## src/rtl/w5300_pkg.sv

```systemverilog
`default_nettype none
// ============================================================================
// Module   : w5300_pkg
// Purpose  : W5300 register map, command/flag constants and shared types.
// Revision : 1.1 - socket TX sequencer additions
// ============================================================================
package w5300_pkg;

    localparam logic       c_rd = 1'b0;
    localparam logic       c_wr = 1'b1;

    localparam logic [9:0] c_sn_base          = 10'h200;
    localparam logic [9:0] c_sn_cr_off        = 10'h002;
    localparam logic [9:0] c_sn_ir_off        = 10'h006;
    localparam logic [9:0] c_sn_tx_wrsr0_off  = 10'h020;
    localparam logic [9:0] c_sn_tx_wrsr2_off  = 10'h022;
    localparam logic [9:0] c_sn_tx_fsr0_off   = 10'h024;
    localparam logic [9:0] c_sn_tx_fsr2_off   = 10'h026;
    localparam logic [9:0] c_sn_tx_fifor_off  = 10'h02E;

    localparam logic [15:0] c_sn_cr_send      = 16'h0020;
    localparam logic [15:0] c_sn_ir_sendok    = 16'h0010;
    localparam logic [15:0] c_sn_ir_timeout   = 16'h0008;

    // Parked bus word: a read of an unused register address
    localparam logic [10:0] c_idle_addr       = {c_rd, 10'h3fe};

    typedef enum logic [1:0] {
        TX_ERR_NONE       = 2'b00,
        TX_ERR_FSR        = 2'b01,
        TX_ERR_IR_TIMEOUT = 2'b10,
        TX_ERR_SENDOK     = 2'b11
    } tx_err_e;

    typedef enum logic [3:0] {
        S_IDLE    = 4'd0,
        S_LOAD    = 4'd1,
        S_RD_FSR  = 4'd2,
        S_CHK     = 4'd3,
        S_WR_FIFO = 4'd4,
        S_WR_WRSR = 4'd5,
        S_WR_CR   = 4'd6,
        S_POLL_IR = 4'd7,
        S_CLR_IR  = 4'd8,
        S_NEXT    = 4'd9,
        S_DONE    = 4'd10,
        S_ERR     = 4'd11
    } tx_state_e;

    function automatic logic [9:0] get_socket_n_reg(input logic [2:0] n, input logic [9:0] off);
        return c_sn_base + {1'b0, n, 6'd0} + off;
    endfunction

endpackage
`default_nettype wire

```

## src/rtl/w5300_poll_timer.sv

```systemverilog
`default_nettype none
// ============================================================================
// Module   : w5300_poll_timer
// Purpose  : Saturating cycle counter flagging when a poll wait exceeds LIMIT.
// Revision : 1.0 - initial release
// ============================================================================
module w5300_poll_timer #(
    parameter int               CNT_W = 20,
    parameter logic [CNT_W-1:0] LIMIT = 20'd1000000
) (
    input  logic clk,
    input  logic rst_n,
    input  logic clear,
    input  logic enable,
    output logic expired
);

    logic [CNT_W-1:0] r_count;

    assign expired = (r_count >= LIMIT);

    always_ff @(posedge clk or negedge rst_n) begin
        if (!rst_n) begin
            r_count <= '0;
        end else if (clear) begin
            r_count <= '0;
        end else if (enable && !expired) begin
            r_count <= r_count + CNT_W'(1);
        end
    end

endmodule
`default_nettype wire

```

## src/rtl/w5300_tx_engine.sv

```systemverilog
`default_nettype none
// ============================================================================
// Module   : w5300_tx_engine
// Purpose  : W5300 socket transmit sequencer: chunked FIFO writes, SEND, confirm.
// Revision : 2.0 - chunking, bounded polls, optional SENDOK confirmation
// ============================================================================
module w5300_tx_engine
    import w5300_pkg::*;
#(
    parameter logic [2:0]  N               = 3'd0,
    parameter int          BUF_AW          = 16,
    parameter logic [16:0] MAX_CHUNK_BYTES = 17'd8192,
    parameter logic [19:0] POLL_LIMIT      = 20'd1000000,
    parameter logic        WAIT_SENDOK     = 1'b1
) (
    input  logic              clk,
    input  logic              rst_n,
    input  logic              tx_start,
    input  logic [16:0]       tx_bytes,
    output logic              tx_busy,
    output logic              tx_done,
    output logic              tx_err,
    output logic [1:0]        tx_err_code,
    output logic [BUF_AW-1:0] buf_addr,
    input  logic [15:0]       buf_data,
    output logic [10:0]       addr,
    output logic [15:0]       wr_data,
    input  logic [15:0]       rd_data,
    input  logic              op_state
);

    localparam logic [9:0]  c_reg_cr    = get_socket_n_reg(N, c_sn_cr_off);
    localparam logic [9:0]  c_reg_ir    = get_socket_n_reg(N, c_sn_ir_off);
    localparam logic [9:0]  c_reg_wrsr0 = get_socket_n_reg(N, c_sn_tx_wrsr0_off);
    localparam logic [9:0]  c_reg_wrsr2 = get_socket_n_reg(N, c_sn_tx_wrsr2_off);
    localparam logic [9:0]  c_reg_fsr0  = get_socket_n_reg(N, c_sn_tx_fsr0_off);
    localparam logic [9:0]  c_reg_fsr2  = get_socket_n_reg(N, c_sn_tx_fsr2_off);
    localparam logic [9:0]  c_reg_fifor = get_socket_n_reg(N, c_sn_tx_fifor_off);
    localparam logic [17:0] c_max_chunk = {1'b0, MAX_CHUNK_BYTES};

    tx_state_e         r_state;
    tx_state_e         w_next;
    tx_err_e           r_err_code;
    logic              r_sub;
    logic [17:0]       r_remaining;
    logic [17:0]       r_chunk;
    logic [17:0]       r_words;
    logic [17:0]       r_count;
    logic [16:0]       r_free;
    logic [BUF_AW-1:0] r_buf_addr;
    logic [17:0]       w_chunk;
    logic              w_timer_clr;
    logic              w_timer_en;
    logic              w_expired;

    assign w_chunk     = (r_remaining > c_max_chunk) ? c_max_chunk : r_remaining;
    assign tx_busy     = (r_state != S_IDLE);
    assign tx_done     = (r_state == S_DONE);
    assign tx_err      = (r_state == S_ERR);
    assign tx_err_code = r_err_code;
    assign buf_addr    = r_buf_addr;

    w5300_poll_timer #(
        .CNT_W (20),
        .LIMIT (POLL_LIMIT)
    ) u_poll_timer (
        .clk     (clk),
        .rst_n   (rst_n),
        .clear   (w_timer_clr),
        .enable  (w_timer_en),
        .expired (w_expired)
    );

    always_ff @(posedge clk or negedge rst_n) begin
        if (!rst_n) begin
            r_state <= S_IDLE;
        end else begin
            r_state <= w_next;
        end
    end

    // Bus word is a pure function of state and sub-counters, so it stays put until op_state
    always_comb begin
        w_next      = r_state;
        addr        = c_idle_addr;
        wr_data     = 16'h0000;
        w_timer_clr = 1'b0;
        w_timer_en  = 1'b0;
        unique case (r_state)
            S_IDLE: begin
                if (tx_start) begin
                    w_next = (tx_bytes == 17'd0) ? S_DONE : S_LOAD;
                end
            end
            S_LOAD: begin
                w_timer_clr = 1'b1;
                w_next      = S_RD_FSR;
            end
            S_RD_FSR: begin
                w_timer_en = 1'b1;
                addr       = {c_rd, r_sub ? c_reg_fsr2 : c_reg_fsr0};
                if (op_state && r_sub) begin
                    w_next = S_CHK;
                end
            end
            S_CHK: begin
                w_timer_en = 1'b1;
                if ({1'b0, r_free} >= r_chunk) begin
                    w_next = S_WR_FIFO;
                end else if (w_expired) begin
                    w_next = S_ERR;
                end else begin
                    w_next = S_RD_FSR;
                end
            end
            S_WR_FIFO: begin
                if (r_count == r_words) begin
                    w_next = S_WR_WRSR;
                end else begin
                    addr    = {c_wr, c_reg_fifor};
                    wr_data = buf_data;
                end
            end
            S_WR_WRSR: begin
                addr    = {c_wr, r_sub ? c_reg_wrsr2 : c_reg_wrsr0};
                wr_data = r_sub ? r_chunk[15:0] : {15'd0, r_chunk[16]};
                if (op_state && r_sub) begin
                    w_next = S_WR_CR;
                end
            end
            S_WR_CR: begin
                w_timer_clr = 1'b1;
                addr        = {c_wr, c_reg_cr};
                wr_data     = c_sn_cr_send;
                if (op_state) begin
                    w_next = WAIT_SENDOK ? S_POLL_IR : S_NEXT;
                end
            end
            S_POLL_IR: begin
                w_timer_en = 1'b1;
                addr       = {c_rd, c_reg_ir};
                if (op_state) begin
                    if ((rd_data & c_sn_ir_timeout) != 16'h0000) begin
                        w_next = S_ERR;
                    end else if ((rd_data & c_sn_ir_sendok) != 16'h0000) begin
                        w_next = S_CLR_IR;
                    end else if (w_expired) begin
                        w_next = S_ERR;
                    end
                end
            end
            S_CLR_IR: begin
                addr    = {c_wr, c_reg_ir};
                wr_data = c_sn_ir_sendok;
                if (op_state) begin
                    w_next = S_NEXT;
                end
            end
            S_NEXT: begin
                w_next = (r_remaining == r_chunk) ? S_DONE : S_LOAD;
            end
            S_DONE:  w_next = S_IDLE;
            S_ERR:   w_next = S_IDLE;
            default: w_next = S_IDLE;
        endcase
    end

    always_ff @(posedge clk or negedge rst_n) begin
        if (!rst_n) begin
            r_err_code  <= TX_ERR_NONE;
            r_sub       <= 1'b0;
            r_remaining <= '0;
            r_chunk     <= '0;
            r_words     <= '0;
            r_count     <= '0;
            r_free      <= '0;
            r_buf_addr  <= '0;
        end else begin
            unique case (r_state)
                S_IDLE: begin
                    if (tx_start) begin
                        r_remaining <= {1'b0, tx_bytes};
                        r_buf_addr  <= '0;
                        r_err_code  <= TX_ERR_NONE;
                    end
                end
                S_LOAD: begin
                    r_chunk <= w_chunk;
                    r_words <= (w_chunk + 18'd1) >> 1;
                    r_sub   <= 1'b0;
                end
                S_RD_FSR: begin
                    if (op_state) begin
                        if (r_sub) begin
                            r_free[15:0] <= rd_data;
                        end else begin
                            r_free[16] <= rd_data[0];
                        end
                        r_sub <= ~r_sub;
                    end
                end
                S_CHK: begin
                    r_count <= '0;
                    r_sub   <= 1'b0;
                    if (w_next == S_ERR) begin
                        r_err_code <= TX_ERR_FSR;
                    end
                end
                S_WR_FIFO: begin
                    if (op_state && (r_count != r_words)) begin
                        r_buf_addr <= r_buf_addr + BUF_AW'(1);
                        r_count    <= r_count + 18'd1;
                    end
                end
                S_WR_WRSR: begin
                    if (op_state) begin
                        r_sub <= ~r_sub;
                    end
                end
                S_POLL_IR: begin
                    if (w_next == S_ERR) begin
                        r_err_code <= ((rd_data & c_sn_ir_timeout) != 16'h0000) ?
                                      TX_ERR_IR_TIMEOUT : TX_ERR_SENDOK;
                    end
                end
                S_NEXT: begin
                    r_remaining <= r_remaining - r_chunk;
                end
                default: ;
            endcase
        end
    end

endmodule
`default_nettype wire

```

## config.mk

```make
export PLATFORM = sky130hd
export DESIGN_NAME = w5300_tx_engine
export DESIGN_NICKNAME = d
export VERILOG_FILES = /design/src/rtl/w5300_pkg.sv /design/src/rtl/w5300_poll_timer.sv /design/src/rtl/w5300_tx_engine.sv
export SDC_FILE = /design/constraint.sdc
export NUM_CORES = 1
export LEC_CHECK = 0
export CORE_MARGIN = 1.5
export CORE_UTILIZATION = 50
export DETAILED_ROUTE_END_ITERATION = 12
export PLACE_DENSITY = 0.77
export SLEW_MARGIN = 20
export SYNTH_ARGS = -nofsm -noshare
export SYNTH_HDL_FRONTEND = slang
export SYNTH_SLANG_ARGS = --single-unit
```

## constraint.sdc

```tcl
create_clock -name clk -period 4.1 [get_ports clk]
set_input_delay 0.82 -clock clk [delete_from_list [all_inputs] [get_ports clk]]
set_output_delay 0.82 -clock clk [all_outputs]
set_load 0.03 [all_outputs]
```

# Yosys cells after proc, flatten, opt, wreduce, memory -nomap -nowiden
# Cells that the tools add are included.
[op_classes]
n_addsub = 5
n_lt_le_gt_ge = 3
eq_ne = 20
mux = 41
bitwise = 1
n_reduce_logical = 24
[op_table]
columns = ["cell", "count"]
rows = [
  ["18-bit case mux with 2 select lines", 2],
  ["11-bit case mux with 6 select lines", 1],
  ["16-bit two-way mux", 4],
  ["16-bit case mux with 4 select lines", 1],
  ["4-bit two-way mux", 14],
  ["18-bit two-way mux", 3],
  ["20-bit two-way mux", 2],
  ["4-bit case mux with 10 select lines", 1],
  ["18-bit by 1-bit adder with 18-bit output (second input constant)", 2],
  ["16-bit case mux with 2 select lines", 1],
  ["20-bit by 1-bit adder with 20-bit output (second input constant)", 1],
  ["4-bit equality test (second input constant)", 5],
  ["20-bit greater-or-equal comparator (second input constant)", 1],
  ["18-bit by 17-bit equality test with 1-bit output", 1],
  ["18-bit equality test", 1],
  ["17-bit by 18-bit greater-or-equal comparator with 1-bit output", 1],
  ["18-bit by 14-bit > comparator with 1-bit output (second input constant)", 1],
  ["18-bit by 17-bit inequality test with 1-bit output", 1],
  ["18-bit subtractor", 1],
  ["17-bit zero test", 1],
  ["16-bit by 1-bit adder with 16-bit output (second input constant)", 1],
  ["4-bit by 3-bit equality test with 1-bit output (second input constant)", 4],
  ["11-bit two-way mux", 1],
  ["2-bit two-way mux", 5],
  ["other kinds (19)", 38],
]
[word_totals]
ff_bits = 131
in_bits = 53

# Logic depth before layout (Yosys ltp)
[logic_depth]
word_depth = 9
depth_mapped = 15
mapped_depth_nobuf = 13

# By module
# From an unflattened synthesis, not the netlist that was laid out.
[unflattened]
hier_cells = 948
area_unflattened_um2 = 8390.5
[by_module_without_submodules]
columns = ["module", "instances", "cells_per_inst", "area_each_um2"]
rows = [
  ["w5300_tx_engine", 1, 822, 7238.2],
  ["w5300_poll_timer", 1, 126, 1152.4],
]

# Worst setup path after synthesis
# Ideal clock, no wire load.
[synth_timing]
path_type = "register to register"
start = "reg r_remaining[7]"
end = "reg r_words[11]"
setup_time_ps = 126
arrival_time_ps = 2917
required_time_ps = 3974
setup_slack_ps = 1057
path_stages_with_launch = 15
cell_sequence = "dfrtp_1 > buf_6 > or4_1 > nor4_1 > nand4_1 > a21o_1 > buf_6 > nor2_1 > ha_1 > nand3_1 > nor2_1 > nand2_1 > nor4_4 > nand4_1 > a221o_1"
[synth_via]
elab_chain_len = 3
[synth_rtl]
columns = ["item", "line", "source"]
rows = [
  ["start: declaration", "w5300_tx_engine.sv:45", "logic [17:0] r_remaining;"],
  ["start signal: assignment", "w5300_tx_engine.sv:182", "r_remaining <= {1'b0, tx_bytes};"],
  ["start signal: assignment", "w5300_tx_engine.sv:227", "r_remaining <= r_remaining - r_chunk;"],
  ["18-bit by 14-bit > comparator with 1-bit output", "w5300_tx_engine.sv:56", "assign w_chunk = (r_remaining > c_max_chunk) ? c_max_chunk : r_remaining;"],
  ["18-bit two-way mux", "w5300_tx_engine.sv:56", ""],
  ["net w_chunk[1]", "w5300_tx_engine.sv:51", "logic [17:0] w_chunk;"],
  ["18-bit by 1-bit adder with 18-bit output", "w5300_tx_engine.sv:189", "r_words <= (w_chunk + 18'd1) >> 1;"],
  ["end signal: assignment", "w5300_tx_engine.sv:189", ""],
  ["end: declaration", "w5300_tx_engine.sv:47", "logic [17:0] r_words;"],
]
# The timed path passes the listed nets, and every way through them passes these cells.
# A chain may end at the register's enable or synchronous reset.

# Worst setup path after layout
[layout_timing]
start = "reg r_count[1]"
end = "out addr[7]"
[layout_via]
elab_chain_len = 3
[layout_rtl]
columns = ["item", "line", "source"]
rows = [
  ["start: declaration", "w5300_tx_engine.sv:48", "logic [17:0] r_count;"],
  ["start signal: assignment", "w5300_tx_engine.sv:212", "r_count <= r_count + 18'd1;"],
  ["18-bit by 17-bit equality test with 1-bit output", "w5300_tx_engine.sv:117", "if (r_count == r_words) begin"],
  ["11-bit two-way mux", "w5300_tx_engine.sv:117", ""],
  ["11-bit case mux with 6 select lines", "w5300_tx_engine.sv:89", "unique case (r_state)"],
  ["end: declaration", "w5300_tx_engine.sv:26", "output logic [10:0] addr,"],
]
# No other way between the ends.

==> metrics.csv <==
stage,metric,value,unit
global_route,first-pass GRT wire length,33300,microns
critical_path,Crit Path Class,flip-flop to output pin,
critical_path,CP max stage cell,clkdlybuf4s50_1,
cells_and_area,ratio of cells with drive above 1 in the final layout,0.0941,
drt,Routed WL,20300,microns
clocking,Clock Path Buffers,2,
floorplan,core box area,0.0154,sq mm
sta,"Hold Vio Cnt, Final",0,
run_status,status,completed,
floorplan,Die H,129,microns
logic_synthesis,Synth async-reset ratio,1.00,
drt,drt drc,0,
floorplan,Die Area,0.0166,sq mm
logic_synthesis,"FF+latch count, synth",131,
logic_synthesis,top_reg_cell synth,dfrtp_1,
critical_path,CP cell instances,xnor2_1 -> nand4_1 -> nor3_1 -> nand2_1 -> o21ai_0 -> nor2b_1 -> clkdlybuf4s50_1,
sta,Clock Skews,9.50,ps
clocking,Skew-Pair Late Insertion Delay,420,ps
sta,Achievable Freq,0.267,GHz
logic_synthesis,Synth Net Count,983,
clocking,TritonCTS buffer count,17,
logic_synthesis,Post-synth EDFFs,0,
placement,GP Congestion,0.954,
global_route,largest net degree at the start of global routing,94,
sta,Max-slew headroom,0.328,
global_route,vias in the first global route,6670,
drt,routed vias,6919,
placement,HPWL after detailed placement,14600,microns
drt,Wirelength per Cell,16.9,microns
critical_path,Crit Path Max Fanout,4,
logic_synthesis,Synth top area share,0.413,
drt,drt pass-1 iters,5,
drt,Final ANT Viol Nets,0,
job,max_cap viols,0,
cells_and_area,Final #Nets,1068,
global_route,initial antenna violation count,0,
critical_path,CP required,3280,ps
sta,Pins Over Slew Limit,0,
sta,# setup viols final,0,
logic_synthesis,"Cell Area, Synth",0.00793,sq mm
drt,Detailed Route Iter0 Violations,468,
clocking,post-CTS sizing,0,
min_path,Hold Path Class,input port to asynchronous set/reset pin,
cells_and_area,Finished Core Util,0.627,
logic_synthesis,Synth area leaders,"dfrtp_1 41%, ha_1 6.2%, nand2_1 5.2%",
floorplan,row count,45,
power_and_ir_drop,VDD IR max,0.486,mV
logic_synthesis,synth warn,0,
cells_and_area,"Area growth, synth to finish",21.4,%
power_and_ir_drop,P per Cell Area,740,mW/mm^2
critical_path,critical path endpoint category,output pin,
global_route,grt ovf,0,
logic_synthesis,Unique masters post-synth,62,
placement,number of port buffers,98,
logic_synthesis,dominant cell type by area after synthesis,dfrtp_1,
clocking,"Reg clk slew, reported paths",60,ps
critical_path,startpoint class of the critical path,flip-flop,
critical_path,CP max stage delay,730,ps
clocking,CTS sink cnt,131,
cells_and_area,ANT cells,0,
sta,worst-margin pin slew,1000,ps
sta,Final period util,0.913,
power_and_ir_drop,Leak Pwr,4.17,nW
logic_synthesis,"Avg Cell Area, Syn",8.91,sq um
clocking,"Hold-fix buffers, CTS",0,
sta,Fin Setup TNS,0,ps
logic_synthesis,"Seq/Total Area, Yosys",0.413,
drt,vias per inst,5.77,
floorplan,Initial Util,0.516,
sta,RSZ-0062 raised after global routing,false,
clocking,postcts setup bufs,0,
clocking,clk root buf,clkbuf_16,
sta,clock period minus worst slack,3740,ps
floorplan,IO Count,101,
clocking,CTS tree,built,
clocking,H-tree Lvls,4,
critical_path,WP data arrival,2920,ps
global_route,Tot GR Track Use,0.259,
logic_synthesis,Syn Inst Count,890,
floorplan,die width,129,microns
-- cell type report --
cell class,instances,area (sq um)
Tap cell,211,264
Sequential cell,131,3280
Clock inverter,12,131
Inverter,34,128
Timing Repair Buffer,112,1040
Fill cell,1258,5740
Multi-Input combinational cell,679,4330
Clock buffer,20,457
-- layout by cell type (no fill, tap or decap), types with 5 or more instances in the layout --
cell             count
nor2_1              92
ha_1                39
and4_1               5
xor2_1              37
mux2i_1              5
or3_1                5
o21ai_0             42
mux2_2              16
clkinvlp_4           7
a21oi_1             33
nor4_1              12
clkdlybuf4s50_1     80
inv_1               34
and3_1              12
a21o_1              13
dfrtp_1            131
nand3_1             46
buf_4               31
nand2b_1            11
nor3_1              18
xnor2_1             43
and2_1               9
a22o_1              13
or2_2                5
nor2b_1              6
nand2_1            110
clkbuf_16           17
a211oi_1             5
o31ai_1             12
a31oi_1             14
nand4_1             23
-- cell families (layout without fill, tap and decap cells) --
kind of cell / after synthesis / after routing / share of synthesized area
and+or+nand+nor: 372 / 372 / 0.228
adders and majority gates: 40 / 40 / 0.0640
AOI/OAI and AO/OA: 164 / 164 / 0.134
buffers and inverters: 80 / 178 / 0.0423
muxes: 21 / 21 / 0.0290
xor gates and xnor gates: 80 / 80 / 0.0883
other: 2 / 2 / 0.000947
DFF: 131 / 131 / 0.413
-- power breakdown --
| group | total (W) | internal, W | switching [W] | leakage (nW) |
|---|---|---|---|---|
| clock network | 0.00152 | 0.000926 | 0.000591 | 0.267 |
| registers | 0.00208 | 0.00165 | 0.000426 | 1.74 |
| logic | 0.00353 | 0.00147 | 0.00206 | 2.16 |
-- per-stage QoR --
step / instances / setup WS, ps / power, W / area [sq um] / hold WS (ps)
CTS: 1199 / 309 / 0.00709 / 9630 / 503
global route: 1199 / 116 / 0.00762 / 9630 / 524
floorplan: 890 / 1060 / 0.00453 / 7930 / 466
detailed placement: 1167 / 630 / 0.00553 / 9040 / 490
finish: 1199 / 356 / 0.00713 / 9630 / 481
global placement: 1167 / 662 / 0.00544 / 9040 / 487
-- flip-flops by register name, summed over array words and instances, names as in the netlist --
signal,count
buf_addr,16
r_chunk,18
r_count,18
r_free,17
r_remaining,18
r_state,4
r_sub,1
r_words,17
tx_err_code,2
u_poll_timer.r_count,20
-- critical path: cells and delay by family (launching register included) --
family,cells,cell delay (ps)
AOI/OAI and AO/OA,1,180
xor gates and xnor gates,1,210
buffers and inverters,1,730
and+or+nand+nor,4,980
DFF,1,410
-- Yosys cell counts, types with 3 or more instances --
master	n
a211o_1	4
a211oi_1	5
a21boi_0	3
a21o_1	13
a21oi_1	33
a221o_1	3
a22o_1	13
a31oi_1	14
and2_1	9
and3_1	12
and4_1	5
buf_1	4
buf_4	5
clkbuf_1	34
dfrtp_1	131
ha_1	39
inv_1	34
mux2_2	16
mux2i_1	5
nand2_1	110
nand2b_1	11
nand3_1	46
nand4_1	23
nand4b_1	3
nor2_1	92
nor2b_1	6
nor3_1	18
nor4_1	12
o211ai_1	3
o21a_1	4
o21ai_0	42
o22ai_1	3
o31ai_1	12
or2_2	5
or3_1	5
xnor2_1	43
xor2_1	37
-- path summary, 6_finish.rpt --
| check | startpoint | endpoint | slack [ps] | depth (start not counted) |
|---|---|---|---|---|
| setup / recovery | r_count[1]$_DFFE_PN0P_ | addr[7] | 360 | 7 |
| max in group asynchronous | rst_n | buf_addr[14]$_DFFE_PN0P_ | 2810 | 2 |
| min in group clk | r_chunk[10]$_DFFE_PN0P_ | r_chunk[10]$_DFFE_PN0P_ | 500 | 1 |
| hold reg to reg | r_chunk[10]$_DFFE_PN0P_ | r_chunk[10]$_DFFE_PN0P_ | 500 | 1 |
| hold / removal | rst_n | r_chunk[12]$_DFFE_PN0P_ | 480 | 1 |
| setup reg to reg | r_remaining[6]$_DFFE_PN0P_ | r_words[11]$_DFFE_PN0P_ | 820 | 12 |
-- routing by layer --
metal,vias to the layer above,track usage,share of wire
met1,3351,0.361,0.47
met3,37,0.0628,0.060
met4,0,0.0872,0.020
met2,237,0.398,0.45
li1,3294,-,-
met5,-,0,0
Note: power is estimated with default switching activity, not from simulation.
